===== src/rtl/excess3_serial_decoder.sv =====
// Serial Excess-3 to BCD decoder.
// Takes one Excess-3 digit as four serial bits, LSB first, and subtracts
// the constant 0011 bit-serially with a borrow flip-flop. It produces the
// decoded bit stream, a registered parallel digit, and a flag for the six
// illegal codes. All state updates on the falling clock edge, which matches
// the companion encoder FSM.
module excess3_serial_decoder #(
    parameter int ERR_STICKY = 0
) (
    input  logic       CLK,
    input  logic       RST_N,
    input  logic       X_VALID,
    input  logic       X_START,
    input  logic       X,
    output logic       D,
    output logic       D_VALID,
    output logic [3:0] BCD,
    output logic       BCD_VALID,
    output logic       ERR,
    output logic       BUSY
);

    // Difference bit of a one-bit full subtractor.
    function automatic logic fs_diff(input logic a, input logic s, input logic b);
        return a ^ s ^ b;
    endfunction

    // Borrow-out of a one-bit full subtractor computing a - s - b.
    function automatic logic fs_borrow(input logic a, input logic s, input logic b);
        return (~a & s) | (~a & b) | (s & b);
    endfunction

    // State registers.
    logic [1:0] cnt_r;
    logic       borrow_r;
    logic [3:0] bits_r;
    logic       d_r;
    logic       d_valid_r;
    logic [3:0] bcd_r;
    logic       bcd_valid_r;
    logic       err_r;
    logic       busy_r;

    // Per-bit datapath signals.
    logic [1:0] idx_s;
    logic       sub_s;
    logic       bin_s;
    logic       d_s;
    logic       bnext_s;
    logic [3:0] digit_s;
    logic       illegal_s;

    // Next-state values.
    logic [1:0] cnt_n_s;
    logic       borrow_n_s;
    logic [3:0] bits_n_s;
    logic       d_n_s;
    logic       d_valid_n_s;
    logic [3:0] bcd_n_s;
    logic       bcd_valid_n_s;
    logic       err_n_s;
    logic       busy_n_s;

    // Bit-serial subtraction of 0011: position selection, borrow chain and the legality test.
    always_comb begin
        if (X_START) begin
            idx_s = 2'd0;
        end else begin
            idx_s = cnt_r;
        end
        sub_s     = (idx_s == 2'd0) || (idx_s == 2'd1);
        bin_s     = (idx_s == 2'd0) ? 1'b0 : borrow_r;
        d_s       = fs_diff(X, sub_s, bin_s);
        bnext_s   = fs_borrow(X, sub_s, bin_s);
        digit_s   = {d_s, bits_r[2:0]};
        illegal_s = bnext_s | (digit_s > 4'd9);
    end

    // Next-state logic: accept a bit, complete a digit, or hold through a stall.
    always_comb begin
        cnt_n_s       = cnt_r;
        borrow_n_s    = borrow_r;
        bits_n_s      = bits_r;
        d_n_s         = d_r;
        d_valid_n_s   = 1'b0;
        bcd_n_s       = bcd_r;
        bcd_valid_n_s = 1'b0;
        // A non-sticky error lasts only for the completion cycle.
        if (ERR_STICKY != 0) begin
            err_n_s = err_r;
        end else begin
            err_n_s = 1'b0;
        end
        if (X_VALID) begin
            d_n_s           = d_s;
            d_valid_n_s     = 1'b1;
            bits_n_s[idx_s] = d_s;
            borrow_n_s      = bnext_s;
            cnt_n_s         = idx_s + 2'd1;
            if (idx_s == 2'd3) begin
                bcd_n_s       = digit_s;
                bcd_valid_n_s = 1'b1;
                if (illegal_s) begin
                    err_n_s = 1'b1;
                end else begin
                    err_n_s = (ERR_STICKY != 0) ? err_r : 1'b0;
                end
            end else begin
                bcd_valid_n_s = 1'b0;
            end
        end else begin
            d_valid_n_s = 1'b0;
        end
        busy_n_s = (cnt_n_s != 2'd0);
    end

    // Falling-edge state register with asynchronous active-low reset.
    always_ff @(negedge CLK or negedge RST_N) begin
        if (!RST_N) begin
            cnt_r       <= 2'd0;
            borrow_r    <= 1'b0;
            bits_r      <= 4'd0;
            d_r         <= 1'b0;
            d_valid_r   <= 1'b0;
            bcd_r       <= 4'd0;
            bcd_valid_r <= 1'b0;
            err_r       <= 1'b0;
            busy_r      <= 1'b0;
        end else begin
            cnt_r       <= cnt_n_s;
            borrow_r    <= borrow_n_s;
            bits_r      <= bits_n_s;
            d_r         <= d_n_s;
            d_valid_r   <= d_valid_n_s;
            bcd_r       <= bcd_n_s;
            bcd_valid_r <= bcd_valid_n_s;
            err_r       <= err_n_s;
            busy_r      <= busy_n_s;
        end
    end

    assign D         = d_r;
    assign D_VALID   = d_valid_r;
    assign BCD       = bcd_r;
    assign BCD_VALID = bcd_valid_r;
    assign ERR       = err_r;
    assign BUSY      = busy_r;

endmodule


===== config.mk =====
export PLATFORM = sky130hd
export DESIGN_NAME = excess3_serial_decoder
export DESIGN_NICKNAME = d
export VERILOG_FILES = /design/src/rtl/excess3_serial_decoder.sv
export SDC_FILE = /design/constraint.sdc
export NUM_CORES = 1
export LEC_CHECK = 0
export ABC_AREA = 1
export BUFFER_PORTS_ARGS = -buffer_cell sky130_fd_sc_hd__buf_2
export CAP_MARGIN = 15
export CORE_MARGIN = 5
export CORE_UTILIZATION = 35
export CTS_BUF_LIST = sky130_fd_sc_hd__clkbuf_8
export CTS_CLUSTER_DIAMETER = 40
export DETAILED_ROUTE_END_ITERATION = 16
export GPL_ROUTABILITY_DRIVEN = 0
export PLACE_DENSITY = 0.57
export REMOVE_ABC_BUFFERS = 1
export SLEW_MARGIN = 20
export SYNTH_ARGS = -nofsm -noshare
export SYNTH_HDL_FRONTEND = slang
export SYNTH_SLANG_ARGS = --single-unit
export TNS_END_PERCENT = 5

===== constraint.sdc =====
create_clock -name CLK -period 4.3 [get_ports CLK]
set_clock_uncertainty 0.15 [all_clocks]
set_input_delay 0.43 -clock CLK [delete_from_list [all_inputs] [get_ports CLK]]
set_output_delay 0.43 -clock CLK [all_outputs]
set_load 0.03 [all_outputs]

# ---- Word level (Yosys, flattened, before mapping)
# Cells that the tools add are included.
dict set report classes {
  n_addsub 1
  n_lt_le_gt_ge 3
  eq_ne 2
  mux 12
  bitwise_logic 9
  reduce_logical 5
}
# op count
set op_table {}
lappend op_table {{$mux 1} 8}
lappend op_table {{$bwmux 4} 1}
lappend op_table {{$gt 4x4->1 const B} 1}
lappend op_table {{$mux 2} 2}
lappend op_table {{$and 1x1->1} 3}
lappend op_table {{$lt 2x3->1 const B} 1}
lappend op_table {{$or 1x1->1} 3}
lappend op_table {{$add 2x1->2 const B} 1}
lappend op_table {{$demux 1 s2} 1}
lappend op_table {{$eq 2x1->1 const B} 1}
lappend op_table {{$eq 2x2->1 const B} 1}
lappend op_table {{$ge 2x1->1 const B} 1}
lappend op_table {{$logic_not 2->1} 1}
lappend op_table {{$reduce_and 2->1} 1}
lappend op_table {{$reduce_bool 2->1} 1}
lappend op_table {{$xor 1x1->1} 2}
lappend op_table {{$logic_and 1x1->1} 1}
lappend op_table {{$logic_or 1x1->1} 1}
lappend op_table {{$not 1->1} 1}
dict set report totals {
  reg_bits 16
  inputBits 5
  output_inout_bits 9
  elab_cells 41
}

# ---- Depth between registers and ports, before layout
dict set report logic_depth {
  depth_word 10
  depth_mapped 9
}

==> impl_metrics.yaml <==
status:
  status: "finished clean"
synthesis:
  ys.warnings.count: 0
  synth_cell_type_count: 12
  ys_seq_elements: 15
  syn_area_um2: 663
  syn-instance-count: 70
  syn_avg_cell_area_um2: 9.47
  seq_area_frac_synth_pct: 56.6
clock_tree:
  cts_hold_buf: 0
  cts_setup_buffers: 0
  cts.sink_count: 15
  cts_made_buffers: 3
  clk_pin_slew_ps: 40
  cts_tree: "done"
  cts_root_buf: "clkbuf_8"
  h-tree-depth: 1
  clockBufferDepth: 2
  post_cts_resized: 0
  clock_latency_ps: 260
global_routing:
  antenna_found_initial: 0
  grt_max_degree: 16
  grt_overflow_total: 0
  busiest_layer: "met2"
  gr-usage-met1_pct: 12.8
  grt_use_total_pct: 9.85
  grt_pass1_vias: 447
  globalRouteMet2Util_pct: 13.5
  grt_pass1_wl_mm: 1.93
  grt_use_met3_pct: 2.82
sta:
  slew_violations: 0
  finalHoldViolCount: 0
  setup_viol: 0
  tightest_slew_ps: 334
  setup_tns_ps: 0
  rsz0062_at_grt: "false"
  slew_headroom_pct: 77.8
routing:
  vias_per_cell: 4.08
  drt_iter0_markers: 2
  num_vias: 461
  wl_per_cell_um: 9.96
  drcViolationCount: 0
  drt-total-wl_mm: 1.13
  final_antenna_net_count: 0
  drt-pass1-iter-count: 3
job:
  maxCapViolCount: 0
min_path:
  hp-class: "reg -> reg"
  holdCritStartpoint: "BCD[0]"
  hold_depth: 2
  hold_path_end: "BCD[0]"
worst_setup_path:
  critPathMaxStageDelay_ps: 500
  worst_path_most_repeated_cell: "nor2_1"
  worstPathArrival_ps: 1790
  reg2reg_depth: 7
  crit_path_top_delay_cell: "fa_1"
  crit_buf_inv: 2
  cp-startpoint: "X_START"
  cp-start-kind: "input port"
  r2r-end: "bits_r[0]"
  cp.required_ps: 2270
  crit_chain: "buf_2 > nor2_1 > inv_1 > ha_1 > nor2_1 > fa_1 > o21ai_0"
  end_kind: "flip-flop"
  path_max_fanout: 6
  reg2reg_slack_ps: 2450
  timing.rr.start: "cnt_r[0]"
  criticalPathCategory: "in -> reg"
  crit_family: "adder cells"
floorplanning:
  ios: 14
  core_area_um2: 1760
  die_w_um: 53.5
  die_h_um: 53.5
  row_count: 15
  die_area_um2: 2860
  start_util_pct: 37.6
final_layout:
  drive_gt1_share_pct: 23.9
  utilization_pct: 45.8
  mostFrequentLayoutCells: "nand2_1 (23), dfrtn_1 (15), buf_2 (13)"
  synthToLayoutAreaGrowth_pct: 21.9
  nNetsFinal: 99
  layout_commonest_cell: "nand2_1"
  n_antenna_cell: 0
power:
  power.leakage_uw: 0.000462
  irDropWorstVdd_mv: 0.208
  powerDensity_nw_per_um2: 551
placed_design:
  dpl.hpwl_um: 846
  port_buffers: 13
## worst reg2reg max path, stage by stage, from the launching register on
cell     delay, ps
dfrtn_1        410
inv_1           50
nor2_1         120
inv_1           80
ha_1           210
nor2_1         130
fa_1           500
o21ai_0        200
## registers in the layout, summed over array words and instances (netlist names)
register and count:
BCD 4, D_VALID 1, cnt_r 2, ERR 1, borrow_r 1, bits_r 3, D 1, BCD_VALID 1
BUSY 1
## kinds of logic (layout without fill, tap and decap cells)
kind of cell	after synthesis	in the layout	share of synthesized area, %
and+or+nand+nor	28	28	17.5
adders and majority gates	5	5	10.6
buffers and inverters	13	31	8.49
AOI/OAI and AO/OA	9	9	6.79
DFF	15	15	56.6
## metal layers
metal	up-vias	part of all wire, %
met5	-	0
met4	0	0.71
met3	2	6.8
met2	12	44
met1	202	48
li1	245	-
## where the power goes
group          leakage (µW)  total, µW  internal, µW  switching (µW)
clock network     0.0000269        109          63.1            46.3
registers          0.000184        200           182            18.0
logic              0.000251        136          42.8            93.2
## cell usage after synthesis
library cell | number | area [µm²]
o21ai_0 | 9 | 45.0
inv_1 | 11 | 41.3
nand3_1 | 1 | 5.00
nand2_4 | 1 | 11.3
nor2_1 | 2 | 7.51
nand2_1 | 23 | 86.3
nor2_2 | 1 | 6.26
buf_6 | 1 | 11.3
dfrtn_1 | 15 | 375
fa_1 | 1 | 20.0
ha_1 | 4 | 50.1
inv_2 | 1 | 3.75
## metrics by stage
step                      area (µm²)  cells  setup WS [ps]  hold slack (ps)  power, µW
after floorplan                  652     69            348              252        295
final                            808    113            479              276        445
after CTS                        808    113            463              283        454
after global routing             808    113            302              299        478
after global placement           763    109            232              273        339
after detailed placement         763    109            181              281        341
## layout make-up
cell class	count	area [µm²]
fillers	195	956
inverters	12	45.0
repair buffers	15	80.1
multi-input cells	42	231
clock inverters	1	3.75
clock buffers	3	41.3
flip-flops and latches	15	375
well taps	25	31.3
## worst max path at each step
stage,to,slack [ps],depth (start not counted)
5_1_grt,D,300,7
4_1_cts,bits_r[0],460,7
2_1_floorplan,ERR,350,8
6_report,bits_r[0],480,7
3_5_place_dp,bits_r[0],180,7
3_3_place_gp,ERR,230,9
Note: power is estimated with default switching activity, not from simulation.
